<file path="src/rtl/pe_instr_sequencer.sv">
// rtl/pe_instr_sequencer.sv - instruction FIFO and single-op issue sequencer for the PE core
module pe_instr_sequencer #(
    parameter int FIFO_DEPTH  = 4,
    parameter int INSTR_WIDTH = 32,
    parameter int TIMEOUT     = 64,
    parameter int CNT_WIDTH   = 16
) (
    input  logic                           clk,
    input  logic                           rst,
    input  logic                           in_valid,
    input  logic [INSTR_WIDTH-1:0]         in_instr,
    output logic                           in_ready,
    input  logic                           flush,
    output logic                           pe_start,
    output logic [INSTR_WIDTH-1:0]         pe_instruction,
    input  logic                           pe_done,
    output logic                           cmp_valid,
    output logic [3:0]                     cmp_opcode,
    output logic [CNT_WIDTH-1:0]           cmp_cycles,
    output logic                           cmp_timeout,
    output logic                           err_illegal,
    output logic                           busy,
    output logic [$clog2(FIFO_DEPTH):0]    fifo_level
);

    localparam int AW = $clog2(FIFO_DEPTH);
    localparam int LW = AW + 1;
    localparam logic [CNT_WIDTH-1:0] TIMEOUT_CNT = CNT_WIDTH'(TIMEOUT);

    typedef enum logic [1:0] {
        S_IDLE,
        S_ISSUE,
        S_WAIT,
        S_COMPLETE
    } state_t;

    state_t state, state_next;

    logic [INSTR_WIDTH-1:0] mem [FIFO_DEPTH];
    logic [AW-1:0]          wr_ptr, rd_ptr;
    logic [LW-1:0]          level;
    logic                   fifo_full, fifo_empty;
    logic                   push, pop;
    logic [INSTR_WIDTH-1:0] head;
    logic [3:0]             head_op;
    logic                   head_legal;
    logic [CNT_WIDTH-1:0]   wait_cnt, cnt_inc;
    logic                   wait_end;

    assign fifo_full  = (level == LW'(FIFO_DEPTH));
    assign fifo_empty = (level == '0);
    assign in_ready   = !fifo_full && !flush;
    assign push       = in_valid && in_ready;
    // flush outranks a pending pop so nothing leaves the queue on a flush cycle
    assign pop        = (state == S_IDLE) && !fifo_empty && !flush;

    assign head       = mem[rd_ptr];
    assign head_op    = head[INSTR_WIDTH-1 -: 4];
    assign head_legal = (head_op == 4'h1) || (head_op == 4'h2) || (head_op == 4'h3);

    assign cnt_inc    = wait_cnt + CNT_WIDTH'(1);
    assign wait_end   = pe_done || (cnt_inc == TIMEOUT_CNT);

    assign fifo_level = level;
    assign busy       = (state != S_IDLE) || !fifo_empty;

    always_ff @(posedge clk) begin
        if (rst) begin
            state <= S_IDLE;
        end else begin
            state <= state_next;
        end
    end

    always_comb begin
        state_next = state;
        pe_start   = 1'b0;
        cmp_valid  = 1'b0;
        case (state)
            S_IDLE: begin
                if (pop && head_legal) begin
                    state_next = S_ISSUE;
                end
            end
            S_ISSUE: begin
                pe_start   = 1'b1;
                state_next = S_WAIT;
            end
            S_WAIT: begin
                if (wait_end) begin
                    state_next = S_COMPLETE;
                end
            end
            S_COMPLETE: begin
                cmp_valid  = 1'b1;
                state_next = S_IDLE;
            end
            default: state_next = S_IDLE;
        endcase
    end

    always_ff @(posedge clk) begin
        if (push) begin
            mem[wr_ptr] <= in_instr;
        end
    end

    always_ff @(posedge clk) begin
        if (rst) begin
            wr_ptr <= '0;
            rd_ptr <= '0;
            level  <= '0;
        end else if (flush) begin
            wr_ptr <= '0;
            rd_ptr <= '0;
            level  <= '0;
        end else begin
            if (push) begin
                wr_ptr <= wr_ptr + AW'(1);
            end
            if (pop) begin
                rd_ptr <= rd_ptr + AW'(1);
            end
            if (push && !pop) begin
                level <= level + LW'(1);
            end else if (pop && !push) begin
                level <= level - LW'(1);
            end
        end
    end

    always_ff @(posedge clk) begin
        if (rst) begin
            pe_instruction <= '0;
            wait_cnt       <= '0;
            cmp_opcode     <= '0;
            cmp_cycles     <= '0;
            cmp_timeout    <= 1'b0;
            err_illegal    <= 1'b0;
        end else begin
            if (pop) begin
                if (head_legal) begin
                    pe_instruction <= head;
                end else begin
                    err_illegal <= 1'b1;
                end
            end
            if (state == S_ISSUE) begin
                wait_cnt <= '0;
            end
            if (state == S_WAIT) begin
                wait_cnt <= cnt_inc;
                // completion fields are captured on entry to COMPLETE and held until the next one
                if (wait_end) begin
                    cmp_opcode  <= pe_instruction[INSTR_WIDTH-1 -: 4];
                    cmp_cycles  <= cnt_inc;
                    cmp_timeout <= !pe_done;
                end
            end
        end
    end

endmodule

</file>
<file path="config.mk">
export PLATFORM = sky130hd
export DESIGN_NAME = pe_instr_sequencer
export DESIGN_NICKNAME = d
export VERILOG_FILES = /design/src/rtl/pe_instr_sequencer.sv
export SDC_FILE = /design/constraint.sdc
export NUM_CORES = 1
export LEC_CHECK = 0
export CAP_MARGIN = 20
export CORE_MARGIN = 5
export CORE_UTILIZATION = 50
export CTS_CLUSTER_SIZE = 12
export DETAILED_ROUTE_END_ITERATION = 7
export HOLD_SLACK_MARGIN = 0.15
export PLACE_DENSITY = 0.75
export SETUP_SLACK_MARGIN = 0.02
export SKIP_LAST_GASP = 1
export SLEW_MARGIN = 30
export SYNTH_ARGS = -nofsm -noshare
export SYNTH_HDL_FRONTEND = slang
export SYNTH_SLANG_ARGS = --single-unit
</file>
<file path="constraint.sdc">
create_clock -name clk -period 2.2 [get_ports clk]
set_input_delay 0.33 -clock clk [delete_from_list [all_inputs] [get_ports clk]]
set_output_delay 0.33 -clock clk [all_outputs]
set_load 0.005 [all_outputs]
</file>
==> results of run 1 <==
-- what timing repair did --
action	CTS	global route
hold buffers	0	0
setup endpoints to repair	11	48
gates resized for setup	11	35
pin swaps	1	11
buffers inserted	0	4
-- flip-flops by register name, indices dropped and copies added, names as in the netlist, named ones only --
name / cells
mem: 128
err_illegal: 1
pe_instruction: 32
rd_ptr: 2
wait_cnt: 16
state: 2
cmp_opcode: 4
cmp_timeout: 1
fifo_level: 3
cmp_cycles: 16
wr_ptr: 2
-- worst paths after layout --
check / to / slack (ns)
min reg2reg: cmp_cycles[4] / 0.46
min: cmp_timeout / 0.18
max: fifo_level[2] / 0.09
max reg2reg: fifo_level[2] / 0.09
-- critical path: stages, from the launching register on --
cell,delay [ns]
dfxtp_2,0.32
inv_1,0.07
ha_2,0.21
nand2b_4,0.08
nor2_1,0.05
inv_1,0.08
ha_2,0.18
inv_1,0.05
fa_2,0.33
xor2_1,0.19
or3_1,0.37
a21oi_2,0.11
-- synth_stat cells, drive strengths merged (2+ instances only) --
cell	n
nand3	12
or2	5
o21ai	11
mux4	31
xnor2	14
mux2i	48
nand2	50
nand4	5
nor3	7
mux2	2
buf	22
inv	14
nor2b	2
nor4	6
dfxtp	81
edfxtp	128
and3	8
ha	11
clkbuf	16
a21oi	17
o211a	3
and2	4
a31o	4
xor2	4
nor2	77
a211o	2
or3	3
-- layout by cell type (no fill, tap or decap), types with 10 or more instances in the layout --
| cell | n |
|---|---|
| clkbuf_16 | 22 |
| mux4_2 | 31 |
| clkbuf_1 | 11 |
| mux2i_1 | 48 |
| nor2_1 | 77 |
| buf_4 | 54 |
| xnor2_1 | 14 |
| edfxtp_1 | 128 |
| clkdlybuf4s50_1 | 95 |
| dfxtp_1 | 66 |
| a21oi_1 | 15 |
| inv_1 | 14 |
| dfxtp_2 | 10 |
| nand2_1 | 50 |
-- routing by layer --
metal | vias to the layer above | routed length (microns) | part of all wire [%] | track usage, %
li1 | 2496 | - | - | -
met1 | 2643 | 7430 | 41 | 24.0
met2 | 138 | 9090 | 51 | 31.6
met3 | 28 | 1140 | 6.3 | 4.02
met4 | 0 | 284 | 1.6 | 3.67
met5 | - | 0 | 0 | 0
-- logic make-up after synthesis --
logic type | count (synthesis) | share of synthesized area, %
AOI/OAI and AO/OA | 48 | 4.18
adders and majority gates | 12 | 1.86
and+or+nand+nor | 184 | 10.4
xor gates and xnor gates | 18 | 1.86
buffers and inverters | 52 | 3.06
muxes | 81 | 14.2
DFF | 209 | 64.5
-- per-stage QoR --
stage	hold slack (ns)	area, sq um	worst slack [ns]	std cells
5_1_grt	0.203	10900	-0.0115	984
2_1_floorplan	0.429	8480	0.0609	604
4_1_cts	0.170	10700	0.0357	980
6_report	0.182	10900	0.0885	984
3_3_place_gp	0.444	10000	-0.108	941
3_5_place_dp	0.449	10000	-0.205	941
-- area by class of cell --
type	count	area, sq um	area share (%)
multi-input combinational	343	2890	26.5
clock inverter	4	48.8	0.448
clock buffer	35	619	5.69
inverter	14	52.6	0.483
sequential	209	5500	50.5
timing repair buffer	159	1500	13.8
tap	220	275	2.53
-- report_power, final --
part / total [mW] / internal (mW) / switching (mW)
Combinational: 0.968 / 0.478 / 0.490
Sequential: 4.28 / 4.24 / 0.0427
Clock: 3.38 / 1.95 / 1.43
==> flow_summary.ini, run 1 <==
[final_layout]
nets = 798
area_growth_pct = 28.5
layout-drive-gt1-share_pct = 23.3
nFillCells = 1206
utilization_pct = 65.6
diodes = 0

[routing]
route.detailed.drc = 0
drt_iter0_markers = 253
avgViaCountPerCell = 5.39
routed_wl_mm = 17.9
vias = 5305
drt-pass1-iter-count = 4
ant_nets = 0
routedWlPerCell_microns = 18.2

[synth]
ys_seq_area_share_pct = 64.5
ys_async_sr_fraction_pct = 0
ys_warn_count = 0
netlist_area_sq_um = 8470
synthFlopType = edfxtp_1
synth_top_area_share_pct = 45.4
synthesis.nets = 653
ys_seq_elements = 209
synthTopCellsByArea = edfxtp_1, dfxtp_1, mux4_2, mux2i_1, nor2_1
synth.distinct_cells = 54
yosys.area.top_type = edfxtp_1
synth_edf_count = 128
avgSynthCellArea_sq_um = 14.0
syn_inst = 604

[sta]
drv_slew = 0
finalClockSkew_ns = 0.0156
final-setup-viol-count = 0
finalCritPeriodShare_pct = 96.0
finalSetupTns_ns = 0
tightest_slew_ns = 0.582
finalHoldViolations = 0
timing.final.crit_period_ns = 2.11
fmax_mhz = 474
rsz0062_at_grt = true
maxSlewHeadroom_pct = 61.2

[cts]
clk_pin_slew_ns = 0.06
numClockSinks = 209
cts_tree = built
htreeDepth = 1
cts_buffers = 22
cts_buffer_depth = 3
cts-root-buf = clkbuf_16
clk_latency_ns = 0.51

[placed_design]
post-dp-hpwl_mm = 11.9
io_buffers = 97
gp_congestion = 0.917

[worst_hold_path]
hp-start = rst
hold_depth = 3
min_path_type = in2reg

[floorplanning]
num_rows = 47
die_h_microns = 140
pin_count = 98
core_area_sq_um = 16600
initial_core_util_pct = 51.1
die_area_sq_um = 19700
die_w_microns = 140

[critical_path]
cp_data_arrival_time_ns = 2.54
worstPathMaxFanout = 3
start_kind = flip-flop
cp.required_ns = 2.63
r2r-start = state[1]
endpoint_kind = flip-flop
crit_start = state[1]
path_class = reg2reg
reg2reg_depth = 11

[run]
max-cap-violations = 0

[grt]
antenna_found_initial = 0
grt_use_total_pct = 18.3
grt_pass1_wl_mm = 29.1
grt_pass1_vias = 5519
grt_overflow = 0
grt_max_degree = 36

[outcome]
status = completed

[power]
leakage_nw = 4.03
power_density_nw_per_um2 = 792
fin_total_pwr_mw = 8.63
ir_drop_v = 0.000712
(Power assumes the default switching activity.)
==> run 2: changes to the inputs <==
--- a/config.mk
+++ b/config.mk
@@ -7,11 +7,12 @@
 export LEC_CHECK = 0
 export CAP_MARGIN = 20
 export CORE_MARGIN = 5
-export CORE_UTILIZATION = 50
+export CORE_UTILIZATION = 51
 export CTS_CLUSTER_SIZE = 12
 export DETAILED_ROUTE_END_ITERATION = 7
+export DONT_BUFFER_PORTS = 1
 export HOLD_SLACK_MARGIN = 0.15
-export PLACE_DENSITY = 0.75
+export PLACE_DENSITY = 0.69
 export SETUP_SLACK_MARGIN = 0.02
 export SKIP_LAST_GASP = 1
 export SLEW_MARGIN = 30
==> flow_summary.ini, run 2 (same netlist as run 1, synthesis figures left out) <==
[routing]
route.detailed.drc = 0
routed_wl_mm = 17.8
drt-pass1-iter-count = 4
routedWlPerCell_microns = 19.5
drt_iter0_markers = 250
ant_nets = 0
vias = 5031
avgViaCountPerCell = 5.52

[critical_path]
worstPathCellList = nand4_4 > or4b_1 > o221ai_1 > nand4b_4 > o21a_4 > mux2_1
cp_data_arrival_time_ns = 2.51
slowest_delay_ns = 0.54
endpoint_kind = flip-flop
path_class = reg2reg
worstPathMaxFanout = 7
start_kind = flip-flop
crit_path_top_delay_cell = or4b_1
cp.required_ns = 2.60

[power]
intPower_mw = 6.59
p_comb_share_pct = 10.2
ir_drop_v = 0.000722
leakage_nw = 3.76
pwr-share-seq_pct = 50.3
p_clk_share_pct = 39.5
power_density_nw_per_um2 = 835
net-switching-power_mw = 1.94
p_sw_share_pct = 22.7

[cts]
cts-root-buf = clkbuf_16
htreeDepth = 1
cts_buffers = 22
clk_pin_slew_ns = 0.07
cts_buffer_depth = 3
cts_tree = built
numClockSinks = 209
clk_latency_ns = 0.51

[sta]
finalHoldViolations = 0
finalSetupTns_ns = 0
timing.final.crit_period_ns = 2.11
tightest_slew_ns = 0.500
final-setup-viol-count = 0
finalCritPeriodShare_pct = 95.9
rsz0062_at_grt = true
drv_slew = 0
finalClockSkew_ns = 0.0133
fmax_mhz = 474
maxSlewHeadroom_pct = 66.4

[final_layout]
area_growth_pct = 20.6
final_common_cell = edfxtp_1
largestRegisters = mem (128), pe_instruction (32)
top_register = mem
layout-drive-gt1-share_pct = 23.7
nets = 725
diodes = 0
final_cell_mix = edfxtp_1, nor2_1, dfxtp_1, nand2_1, mux2i_1
design_area_sq_um = 10200
largest_register_ffs = 128

[grt]
antenna_found_initial = 0
grt_pass1_vias = 5286
grt_overflow = 0
grt_max_degree = 52
grt_use_total_pct = 18.4
grt_pass1_wl_mm = 28.8

[floorplanning]
pin_count = 98
core_area_sq_um = 16500
die_area_sq_um = 19300
die_w_microns = 139
initial_core_util_pct = 51.5
die_h_microns = 139
num_rows = 47

[run]
max-cap-violations = 0

[placed_design]
post-dp-hpwl_mm = 11.5
placed_area_sq_um = 8990
io_buffers = 0
gp_congestion = 0.892

[worst_hold_path]
min_path_type = in2reg

[outcome]
status = completed
==> run 2: changes by cell type in the layout (fill, tap and decap cells not counted), sizes merged <==
cell / delta
buf: -11
clkbuf: +1
clkdlybuf4s50: -95
clkinv: +2
clkinvlp: -1
dlygate4sd2: -1
dlygate4sd3: +34
inv: -1
==> run 2: area by class of cell <==
cell class              instances  area, sq um
fillers                      1253         6250
multi-input cells             343         2890
inverters                      14         52.6
repair buffers                 86          841
clock inverters                 4         43.8
flip-flops and latches        209         5490
clock buffers                  36          623
well taps                     220          275
==> run 2: through the flow <==
stage | hold WS [ns] | std cells | setup WS, ns | util [%] | total power, mW
after floorplan | 0.429 | 604 | 0.0609 | - | 4.88
after detailed placement | 0.414 | 834 | 0.0240 | 54.6 | 5.12
after global placement | 0.413 | 834 | 0.0734 | 54.6 | 5.09
after global routing | 0.156 | 912 | 0.00670 | 62.1 | 8.90
final | 0.146 | 912 | 0.0891 | 62.1 | 8.53
after CTS | 0.154 | 909 | 0.0231 | 61.0 | 8.58
==> run 2: critical path, delay by kind of cell, from the launching register on <==
family | cells | cell delay [ns]
mux | 1 | 0.32
flops | 1 | 0.35
simple gates | 3 | 0.93
compound gates | 2 | 0.41
==> run 2: repair_timing <==
action	CTS	global route
buffers inserted	0	3
pin swaps	0	6
gates cloned	0	0
resized for setup	5	37
setup endpoints to repair	9	50
hold buffers	35	0
endpoints found under the hold margin	186	0
==> run 2: final timing paths <==
check | startpoint | end | slack [ns] | depth (start not counted)
max | wait_cnt[10] | cmp_cycles[10] | 0.09 | 6
min | rst | wait_cnt[11] | 0.15 | 2
max reg2reg | wait_cnt[10] | cmp_cycles[10] | 0.09 | 6
min reg2reg | cmp_cycles[11] | cmp_cycles[11] | 0.48 | 2
==> run 2: power by group through the flow <==
stage	combinational (mW)	clock (mW)	sequential, mW
2_1_floorplan	0.522	0	4.36
3_3_place_gp	0.727	0	4.36
3_5_place_dp	0.746	0	4.37
4_1_cts	0.845	3.45	4.29
5_1_grt	0.951	3.66	4.29
6_report	0.870	3.37	4.29
==> run 2: routing by layer <==
metal | vias to the layer above | wire (microns) | GRT usage, %
met2 | 150 | 8890 | 32.0
met4 | 0 | 437 | 4.84
li1 | 2352 | - | -
met5 | - | 0 | 0
met1 | 2492 | 7310 | 22.9
met3 | 37 | 1130 | 5.10
==> run 3: changes to the inputs <==
--- a/config.mk
+++ b/config.mk
@@ -5,7 +5,7 @@
 export SDC_FILE = /design/constraint.sdc
 export NUM_CORES = 1
 export LEC_CHECK = 0
-export CAP_MARGIN = 20
+export CAP_MARGIN = 0
 export CORE_MARGIN = 5
 export CORE_UTILIZATION = 51
 export CTS_CLUSTER_SIZE = 12
@@ -13,6 +13,7 @@
 export DONT_BUFFER_PORTS = 1
 export HOLD_SLACK_MARGIN = 0.15
 export PLACE_DENSITY = 0.69
+export REMOVE_ABC_BUFFERS = 1
 export SETUP_SLACK_MARGIN = 0.02
 export SKIP_LAST_GASP = 1
 export SLEW_MARGIN = 30
==> flow_summary.ini, run 3 (same netlist as run 1, synthesis figures left out) <==
[worst_hold_path]
min_path_type = in2reg

[routing]
ant_nets = 0
routedWlPerCell_microns = 20.0
vias = 5098
route.detailed.drc = 0
drt_iter0_markers = 395
drt-pass1-iter-count = 4
routed_wl_mm = 18.5
avgViaCountPerCell = 5.51

[critical_path]
endpoint = fifo_level[2]
path_class = reg2reg
regToRegSetupSlack_ns = 0.02
worstPathMaxFanout = 3
r2r-start = fifo_level[0]
endpoint_kind = flip-flop
reg2reg_depth = 9
start_kind = flip-flop
cp.required_ns = 2.63
rr_endpoint = fifo_level[2]
cp_data_arrival_time_ns = 2.61
crit_start = fifo_level[0]

[final_layout]
largestRegisters = mem (128), pe_instruction (32)
final_common_cell = edfxtp_1
layout-drive-gt1-share_pct = 26.3
top_register = mem
diodes = 0
nets = 738
final_cell_mix = edfxtp_1, nor2_1, dfxtp_1, buf_4, nand2_1
utilization_pct = 63.2
area_growth_pct = 22.9
largest_register_ffs = 128
design_area_sq_um = 10400
layoutNonFillerInstCount = 926

[placed_design]
gp_congestion = 0.888
post-dp-hpwl_mm = 11.3
placed_cells = 836
io_buffers = 0
placed_area_sq_um = 8990

[sta]
timing.final.crit_period_ns = 2.18
drv_slew = 0
tightest_slew_ns = 0.528
maxSlewHeadroom_pct = 64.8
finalClockSkew_ns = 0.00697
holdWs_ns = 0.165
final-setup-viol-count = 0
fmax_mhz = 459
finalSetupTns_ns = 0
finalHoldViolations = 0
finalCritPeriodShare_pct = 99.1
rsz0062_at_grt = true

[floorplanning]
die_area_sq_um = 19300
initial_core_util_pct = 51.5
core_area_sq_um = 16500
num_rows = 47
die_h_microns = 139
die_w_microns = 139
pin_count = 98

[cts]
clk_pin_slew_ns = 0.06
cts_buffer_depth = 3
clk_latency_ns = 0.51
cts_buffers = 23
numClockSinks = 209
htreeDepth = 1
cts-root-buf = clkbuf_16
cts_tree = built

[power]
ir_drop_v = 0.000735
leakage_nw = 3.86
power_density_nw_per_um2 = 874

[grt]
antenna_found_initial = 0
grt_overflow = 0
grt_pass1_wl_mm = 29.0
grt_use_total_pct = 18.8
grt_pass1_vias = 5313
grt_max_degree = 52

[outcome]
status = completed

[run]
max-cap-violations = 0
-- run 3: cell count changes in the layout (fill, tap and decap cells not counted), moves of 3 or more --
cell / delta
buf_4: +11
inv_1: -4
inv_2: +4
bufinv_16: +3
dfxtp_2: -3
nor4_2: +3
-- run 3: power breakdown --
| group | internal [mW] | switching (mW) | leakage (nW) |
|---|---|---|---|
| clock network | 2.38 | 1.47 | 0.374 |
| logic | 0.469 | 0.493 | 1.66 |
| registers | 4.24 | 0.0482 | 1.82 |
-- run 3: worst min-delay path by stage --
stage / start / end / cells after the start
after floorplan: rst / wait_cnt[13] / 1
after CTS: rst / wait_cnt[6] / 2
after global placement: rst / wait_cnt[8] / 1
after global routing: rst / wait_cnt[2] / 2
final: rst / wait_cnt[13] / 2
after detailed placement: rst / wait_cnt[7] / 1
-- run 3: critical path: stages, from the launching register on --
cell     delay, ns
dfxtp_1       0.37
nor2_1        0.09
a21oi_2       0.18
and2_1        0.23
ha_4          0.16
inv_2         0.04
fa_2          0.32
xor2_1        0.15
or3_1         0.40
a21oi_2       0.16
-- run 3: stage by stage --
step	power, mW	worst slack [ns]
after global routing	9.49	-0.0661
after detailed placement	5.09	-0.0219
final	9.10	0.0205
after floorplan	4.85	-1.25
after CTS	9.10	0.0211
after global placement	5.07	0.0671
-- run 3: layer usage --
metal	wire length (microns)	vias up	track usage [%]	part of all wire, %
met1	7320	2539	22.6	40
met3	1160	31	5.48	6.3
met4	375	0	4.84	2.0
met5	0	-	0	0
li1	-	2380	-	-
met2	9630	148	33.2	52
-- run 3: area by class of cell --
| cell class | instances | area [sq um] |
|---|---|---|
| sequential | 209 | 5490 |
| clock inverter | 7 | 129 |
| multi-input combinational | 344 | 2900 |
| fill | 1216 | 6050 |
| inverter | 14 | 52.6 |
| tap | 220 | 275 |
| timing repair buffer | 97 | 925 |
| clock buffer | 35 | 641 |
-- run 3: what timing repair did --
action / in CTS / in global routing
resized for setup: 8 / 42
pin swaps: 2 / 11
cloned: 0 / 2
hold buffers: 35 / 0
endpoints found under the setup margin: 6 / 38
hold endpoints to repair: 186 / 0
setup buffers: 7 / 4
